File: src/rtl/alu_pkg.sv
// Shared types for the ALU slice: operation codes, control FSM states, and the
// default datapath width.
package alu_pkg;

  localparam int ALU_WIDTH = 32;

  // All eight 3-bit codes are defined, so no illegal-op handling is needed.
  typedef enum logic [2:0] {
    OP_ADD = 3'd0,
    OP_SUB = 3'd1,
    OP_MUL = 3'd2,
    OP_DIV = 3'd3,
    OP_REM = 3'd4,
    OP_AND = 3'd5,
    OP_OR  = 3'd6,
    OP_XOR = 3'd7
  } alu_op_e;

  typedef enum logic {
    ST_IDLE = 1'b0,
    ST_DIV  = 1'b1
  } alu_state_e;

  // DIV and REM share the iterative divider; everything else is single-cycle.
  function automatic logic is_div_op(input alu_op_e op);
    return (op == OP_DIV) || (op == OP_REM);
  endfunction

endpackage

File: src/rtl/alu_if.sv
// ALU request/response channel.
// Handshake: a request is taken on a rising clock edge where valid_i==1 and
// busy_o==0; operands and operation are captured on that edge only. While
// busy_o==1, valid_i is ignored and the initiator must retry. Each accepted
// request produces exactly one single-cycle ready_o pulse; result and
// div_zero_o are valid with that pulse and hold until the next one.
interface alu_if import alu_pkg::*; #(parameter int WIDTH = ALU_WIDTH) ();

  logic             valid_i;
  logic [WIDTH-1:0] operand_a;
  logic [WIDTH-1:0] operand_b;
  alu_op_e          operation;
  logic             busy_o;
  logic             ready_o;
  logic [WIDTH-1:0] result;
  logic             div_zero_o;

  modport master (
    output valid_i, operand_a, operand_b, operation,
    input  busy_o, ready_o, result, div_zero_o
  );

  modport slave (
    input  valid_i, operand_a, operand_b, operation,
    output busy_o, ready_o, result, div_zero_o
  );

endinterface

File: src/rtl/alu_divider.sv
// Iterative unsigned restoring divider, one quotient bit per clock.
// The first step is taken on the start edge itself and the last step is
// presented combinationally on quotient_o/remainder_o while done_o is high,
// so all WIDTH steps fit between the start edge and the edge WIDTH-1 later.
module alu_divider #(
  parameter int WIDTH = 32
) (
  input  logic             clk_i,
  input  logic             rst_i,
  input  logic             start_i,
  input  logic [WIDTH-1:0] dividend_i,
  input  logic [WIDTH-1:0] divisor_i,
  output logic             busy_o,
  output logic             done_o,
  output logic [WIDTH-1:0] quotient_o,
  output logic [WIDTH-1:0] remainder_o
);

  localparam int CNT_W = $clog2(WIDTH) + 1;

  logic             busy_q;
  logic [CNT_W-1:0] count_q;
  logic [WIDTH-1:0] rem_q, quo_q, div_q;

  logic [WIDTH-1:0] src_rem, src_quo, src_div;
  logic [WIDTH:0]   trial;
  logic [WIDTH-1:0] rem_step, quo_step;

  // One restoring step; when idle the step works on the fresh operands.
  always_comb begin
    src_rem = busy_q ? rem_q : '0;
    src_quo = busy_q ? quo_q : dividend_i;
    src_div = busy_q ? div_q : divisor_i;
    trial   = {src_rem, src_quo[WIDTH-1]} - {1'b0, src_div};
    if (trial[WIDTH]) begin
      rem_step = {src_rem[WIDTH-2:0], src_quo[WIDTH-1]};
      quo_step = {src_quo[WIDTH-2:0], 1'b0};
    end else begin
      rem_step = trial[WIDTH-1:0];
      quo_step = {src_quo[WIDTH-2:0], 1'b1};
    end
  end

  // count_q holds the number of steps already registered.
  assign done_o      = busy_q && (count_q == CNT_W'(WIDTH - 1));
  assign busy_o      = busy_q;
  assign quotient_o  = quo_step;
  assign remainder_o = rem_step;

  // Iteration registers: load plus first step on start, then one step per edge.
  always_ff @(posedge clk_i or negedge rst_i) begin
    if (!rst_i) begin
      busy_q  <= 1'b0;
      count_q <= '0;
      rem_q   <= '0;
      quo_q   <= '0;
      div_q   <= '0;
    end else if (!busy_q) begin
      if (start_i) begin
        busy_q  <= 1'b1;
        count_q <= CNT_W'(1);
        rem_q   <= rem_step;
        quo_q   <= quo_step;
        div_q   <= divisor_i;
      end
    end else begin
      rem_q   <= rem_step;
      quo_q   <= quo_step;
      count_q <= count_q + CNT_W'(1);
      if (done_o) begin
        busy_q  <= 1'b0;
        count_q <= '0;
      end
    end
  end

endmodule

File: src/rtl/alu_core.sv
// ALU responder: single-cycle fast ops, divide-by-zero early out, and an
// IDLE/DIV control FSM that parks on the iterative divider for DIV/REM.
module alu_core import alu_pkg::*; #(
  parameter int WIDTH = ALU_WIDTH
) (
  input  logic       clk_i,
  input  logic       rst_i,
  alu_if.slave       bus,
  output alu_state_e state_o
);

  alu_state_e       state_q, state_d;
  alu_op_e          op_q, op_d;
  logic             ready_q, ready_d;
  logic             dz_q, dz_d;
  logic [WIDTH-1:0] result_q, result_d;
  logic [WIDTH-1:0] fast_res;

  logic             div_start, div_busy, div_done;
  logic [WIDTH-1:0] div_quo, div_rem;

  alu_divider #(.WIDTH(WIDTH)) u_div (
    .clk_i       (clk_i),
    .rst_i       (rst_i),
    .start_i     (div_start),
    .dividend_i  (bus.operand_a),
    .divisor_i   (bus.operand_b),
    .busy_o      (div_busy),
    .done_o      (div_done),
    .quotient_o  (div_quo),
    .remainder_o (div_rem)
  );

  // Single-cycle operations; arithmetic wraps to WIDTH bits.
  always_comb begin
    fast_res = '0;
    case (bus.operation)
      OP_ADD:  fast_res = bus.operand_a + bus.operand_b;
      OP_SUB:  fast_res = bus.operand_a - bus.operand_b;
      OP_MUL:  fast_res = bus.operand_a * bus.operand_b;
      OP_AND:  fast_res = bus.operand_a & bus.operand_b;
      OP_OR:   fast_res = bus.operand_a | bus.operand_b;
      OP_XOR:  fast_res = bus.operand_a ^ bus.operand_b;
      default: fast_res = '0;
    endcase
  end

  // Control FSM: accept in IDLE, wait for the divider in DIV.
  always_comb begin
    state_d   = state_q;
    op_d      = op_q;
    ready_d   = 1'b0;
    dz_d      = dz_q;
    result_d  = result_q;
    div_start = 1'b0;
    unique case (state_q)
      ST_IDLE: begin
        if (bus.valid_i) begin
          op_d = bus.operation;
          if (!is_div_op(bus.operation)) begin
            result_d = fast_res;
            dz_d     = 1'b0;
            ready_d  = 1'b1;
          end else if (bus.operand_b == '0) begin
            result_d = (bus.operation == OP_DIV) ? '1 : bus.operand_a;
            dz_d     = 1'b1;
            ready_d  = 1'b1;
          end else begin
            div_start = 1'b1;
            state_d   = ST_DIV;
          end
        end
      end
      ST_DIV: begin
        if (div_done) begin
          result_d = (op_q == OP_REM) ? div_rem : div_quo;
          dz_d     = 1'b0;
          ready_d  = 1'b1;
          state_d  = ST_IDLE;
        end else if (!div_busy) begin
          // Divider lost its job without finishing; recover to IDLE.
          state_d = ST_IDLE;
        end
      end
    endcase
  end

  // State and output registers.
  always_ff @(posedge clk_i or negedge rst_i) begin
    if (!rst_i) begin
      state_q  <= ST_IDLE;
      op_q     <= OP_ADD;
      ready_q  <= 1'b0;
      dz_q     <= 1'b0;
      result_q <= '0;
    end else begin
      state_q  <= state_d;
      op_q     <= op_d;
      ready_q  <= ready_d;
      dz_q     <= dz_d;
      result_q <= result_d;
    end
  end

  assign bus.busy_o     = (state_q == ST_DIV);
  assign bus.ready_o    = ready_q;
  assign bus.result     = result_q;
  assign bus.div_zero_o = dz_q;
  assign state_o        = state_q;

endmodule

File: src/flat_wrapper.sv
// flat-port wrapper written by rule: the top's interface ports become plain ports
module alu_core_flat import alu_pkg::*;
#(
  parameter int WIDTH = ALU_WIDTH
)
  (clk_i, rst_i, state_o, bus_valid_i, bus_operand_a, bus_operand_b, bus_operation, bus_busy_o, bus_ready_o, bus_result, bus_div_zero_o);
  alu_if #(.WIDTH(WIDTH)) bus_i ();
  input  logic clk_i;
  input  logic rst_i;
  output alu_state_e state_o;
  input wire logic [$bits(bus_i.valid_i)-1:0] bus_valid_i;
  input wire logic [$bits(bus_i.operand_a)-1:0] bus_operand_a;
  input wire logic [$bits(bus_i.operand_b)-1:0] bus_operand_b;
  input wire logic [$bits(bus_i.operation)-1:0] bus_operation;
  output wire logic [$bits(bus_i.busy_o)-1:0] bus_busy_o;
  output wire logic [$bits(bus_i.ready_o)-1:0] bus_ready_o;
  output wire logic [$bits(bus_i.result)-1:0] bus_result;
  output wire logic [$bits(bus_i.div_zero_o)-1:0] bus_div_zero_o;
  assign bus_i.valid_i = bus_valid_i;
  assign bus_i.operand_a = bus_operand_a;
  assign bus_i.operand_b = bus_operand_b;
  assign bus_i.operation = bus_operation;
  assign bus_busy_o = bus_i.busy_o;
  assign bus_ready_o = bus_i.ready_o;
  assign bus_result = bus_i.result;
  assign bus_div_zero_o = bus_i.div_zero_o;
  alu_core #(.WIDTH(WIDTH)) u_core (.clk_i(clk_i), .rst_i(rst_i), .bus(bus_i), .state_o(state_o));
endmodule
File: config.mk
export PLATFORM = sky130hd
export DESIGN_NAME = alu_core_flat
export DESIGN_NICKNAME = d
export VERILOG_FILES = /design/src/rtl/alu_pkg.sv /design/src/rtl/alu_if.sv /design/src/rtl/alu_divider.sv /design/src/rtl/alu_core.sv /design/src/flat_wrapper.sv
export SDC_FILE = /design/constraint.sdc
export NUM_CORES = 2
export LEC_CHECK = 0
export BUFFER_PORTS_ARGS = -buffer_cell sky130_fd_sc_hd__buf_2
export CAP_MARGIN = 30
export CELL_PAD_IN_SITES_DETAIL_PLACEMENT = 0
export CELL_PAD_IN_SITES_GLOBAL_PLACEMENT = 1
export CORE_UTILIZATION = 49
export CTS_CLUSTER_DIAMETER = 60
export DETAILED_ROUTE_END_ITERATION = 10
export PLACE_DENSITY_LB_ADDON = 0.1
export SYNTH_ARGS = -nofsm -noshare
export SYNTH_HDL_FRONTEND = slang
export SYNTH_SLANG_ARGS = --single-unit
File: constraint.sdc
create_clock -name clk_i -period 5 [get_ports clk_i]
set_input_delay 1 -clock clk_i [delete_from_list [all_inputs] [get_ports clk_i]]
set_output_delay 1 -clock clk_i [all_outputs]
set_load 0.01 [all_outputs]
==> impl_metrics.csv <==
group,metric,value,unit
drt,dr.pass1.iters,5,
place,numPortBuffers,105,
drt,vias,27237,
clock_tree,hold_buffers,0,
place,dpl-instance-area,33700,um^2
floorplanning,coreArea,56600,um^2
cells_and_area,drive_gt1_frac,0.270,
setup_path,start_kind,"input port",
synth,post_synth_xor_area_fraction,0.0496,
drt,wl_met2,50900,um
floorplanning,die-area,58600,um^2
drt,ant_nets,0,
clock_tree,clkSinkCount,141,
synth,synthAdderAreaFrac,0.403,
timing,fin_worst_skew,8.53,ps
synth,synthDistinctLibCells,78,
floorplanning,initial_utilization,0.499,
floorplanning,io-pin-count,106,
drt,top_layer_used,"met5",
timing,finalWorstSetupSlack,-2200,ps
timing,finalSetupViolCount,25,
cells_and_area,layout_commonest_cell,"buf_4",
timing,tightest_slew,1100,ps
synth,syn_area_per_cell,8.31,um^2
min_path,hp-class,"flop to flop",
timing,rsz0062_at_grt,"yes",
synth,ys.flop_type,"dfrtp_1",
global_route,grt_usage,0.393,
cells_and_area,layout_common_cells,"536 x buf_4, 429 x nor2_1, 428 x inv_1",
synth,synth-simple-area-share,0.155,
setup_path,cp_max_fo,4,
drt,met1_length,47300,um
clock_tree,clkTransAtPathRegs,60,ps
drt,drc,0,
setup_path,critPathKind,"input port to flop",
setup_path,crit_family,"adder cells",
synth,synth_compound_area_frac,0.138,
synth,async_reset_ff_frac,1.00,
clock_tree,htree_levels,4,
clock_tree,root_buffer,"clkbuf_16",
place,post-dp-hpwl,94800,um
global_route,grt_pass1_wl,172000,um
outcome,outcome,"finished with violations",
cells_and_area,fin_area,36400,um^2
synth,ys_warn_count,0,
clock_tree,clk_latency,430,ps
setup_path,crit_slowest_cell,"fa_2",
clock_tree,cts_buffer_depth,2,
cells_and_area,diodes,0,
timing,period_needed,7200,ps
place,place.gp.congestion,0.994,
setup_path,max_stage_delay,600,ps
cells_and_area,nNetsFinal,4660,
drt,wirelength,114000,um
flow_run,cap_viol_max_count,0,
floorplanning,die_height,242,um
drt,met3_length,10600,um
drt,drt_iter0_markers,2568,
synth,synth_mux_area_frac,0.0388,
timing,whs,492,ps
timing,timing.final.crit_share,1.44,
setup_path,cp.arrival,7550,ps
setup_path,worst-r2r-setup-slack,600,ps
drt,vias_per_cell,5.80,
clock_tree,tritoncts,"built",
setup_path,critPathRequiredTime,5350,ps
cells_and_area,area_growth,28.8,%
global_route,grt_max_degree,71,
floorplanning,die_w,242,um
timing,finalHoldViolCount,0,
global_route,grt_overflow,0,
synth,synth_nets,4128,
synth,synth_seq_area_share,0.125,
timing,finalMaxSlewViolations,0,
timing,max_freq,139,MHz
outcome,failed_checks,"setup timing",
global_route,antenna_found_initial,2,
timing,slew-limit-headroom,0.266,
synth,syn_inst,3396,
floorplanning,rows,87,
synth,synth_top_family_by_area,"adder cells",
global_route,grt_pass1_vias,28148,
clock_tree,cts_buffers,17,
synth,syn_area,28200,um^2
synth,yosys_register_bits,141,
drt,routedWlPerCell,24.4,um
synth,synth_edf_count,0,
setup_path,end_kind,"flop",
setup_path,cp_num_buf_inv,6,
## timing repair
action / 4_1_cts / 5_1_grt
buffers inserted: 45 / 15
pin swaps: 115 / 88
gates resized for setup: 275 / 107
cloned: 0 / 0
endpoints found under the setup margin: 26 / 34
## cells by family (layout without fill, tap and decap cells)
family | after synthesis | in the layout
simple gates | 1033 | 1033
xor+xnor | 159 | 159
buf+inv | 674 | 1219
fa+ha+maj | 662 | 662
mux | 100 | 100
compound gates | 627 | 627
flops | 141 | 141
## synth_stat cells, types with 8 or more instances
| cell type | n | area (um^2) |
|---|---|---|
| inv_1 | 463 | 1740 |
| o21bai_1 | 13 | 97.6 |
| o21a_1 | 17 | 128 |
| nand2b_1 | 21 | 131 |
| xnor2_1 | 117 | 1020 |
| o21ai_0 | 189 | 946 |
| xor2_1 | 41 | 359 |
| o31ai_1 | 11 | 82.6 |
| a31oi_1 | 22 | 138 |
| fa_1 | 410 | 8210 |
| o221ai_1 | 11 | 96.3 |
| o211ai_1 | 29 | 218 |
| nor2_1 | 474 | 1780 |
| a21oi_1 | 163 | 816 |
| a221oi_1 | 12 | 105 |
| a21o_1 | 42 | 315 |
| dfrtp_1 | 141 | 3530 |
| a22oi_1 | 8 | 60.1 |
| mux2_2 | 35 | 394 |
| ha_1 | 252 | 3150 |
| buf_1 | 21 | 78.8 |
| clkinv_1 | 19 | 71.3 |
| buf_2 | 18 | 90.1 |
| nor3_1 | 29 | 145 |
| clkbuf_1 | 146 | 548 |
| a211oi_1 | 29 | 218 |
| nand2_1 | 368 | 1380 |
| and3_1 | 15 | 93.8 |
| and2_1 | 31 | 194 |
| nor2b_1 | 12 | 75.1 |
| or3_1 | 9 | 56.3 |
| mux2i_1 | 61 | 611 |
| o22ai_1 | 15 | 93.8 |
| nand3_1 | 35 | 175 |
## tightest hold or removal path, cell delays in order, from the launching register on
cell,delay [ps]
dfrtp_1,330
nor2_1,40
nor2_1,70
## per-layer routing
metal	vias to the layer above	track usage
met5	-	0
met4	4	0.170
met3	248	0.0734
met2	1294	0.612
met1	13655	0.536
li1	12036	-
## flip-flops by register name (all words and copies together), names as in the netlist, 3 cells and up
signal                flops
u_core.bus.result        32
u_core.u_div.div_q       32
u_core.u_div.quo_q       32
u_core.u_div.count_q      6
u_core.op_q               3
u_core.u_div.rem_q       32
## final timing paths
| kind | depth (start not counted) | end | from |
|---|---|---|---|
| max in group asynchronous | 2 | u_core.u_div.div_q[22]$_DFFE_PN0P_ | rst_i |
| hold / removal | 2 | u_core.u_div.rem_q[20]$_DFFE_PN0P_ | u_core.u_div.rem_q[20]$_DFFE_PN0P_ |
| hold reg to reg | 2 | u_core.u_div.rem_q[20]$_DFFE_PN0P_ | u_core.u_div.rem_q[20]$_DFFE_PN0P_ |
| min in group asynchronous | 1 | u_core.u_div.rem_q[28]$_DFFE_PN0P_ | rst_i |
| setup reg to reg | 16 | u_core.bus.result[9]$_DFFE_PN0P_ | u_core.u_div.busy_o$_DFF_PN0_ |
| setup / recovery | 26 | u_core.bus.result[30]$_DFFE_PN0P_ | bus_operand_a[5] |
## final cells by class
type	instances	area (um^2)
clock buffer	21	460
clock inverter	11	92.6
fill	4900	20300
inverter	483	1980
multi-input combinational	2581	23600
sequential	141	3530
tap	756	946
timing repair buffer	704	5740
## stage by stage
step / TNS (ps) / cells / setup slack, ps / utilization
6_report: -44030 / 4697 / -2200 / 0.642
5_1_grt: -47440 / 4697 / -2320 / 0.642
4_1_cts: -43390 / 4685 / -2150 / 0.632
3_5_place_dp: -65970 / 4611 / -2870 / 0.596
3_3_place_gp: -63660 / 4611 / -2780 / 0.596
2_1_floorplan: -41810 / 3396 / -2260 / -
Power is left out: the tool's default activity adds up to more than one toggle a clock period on the data nets, which glitch-free logic cannot reach.
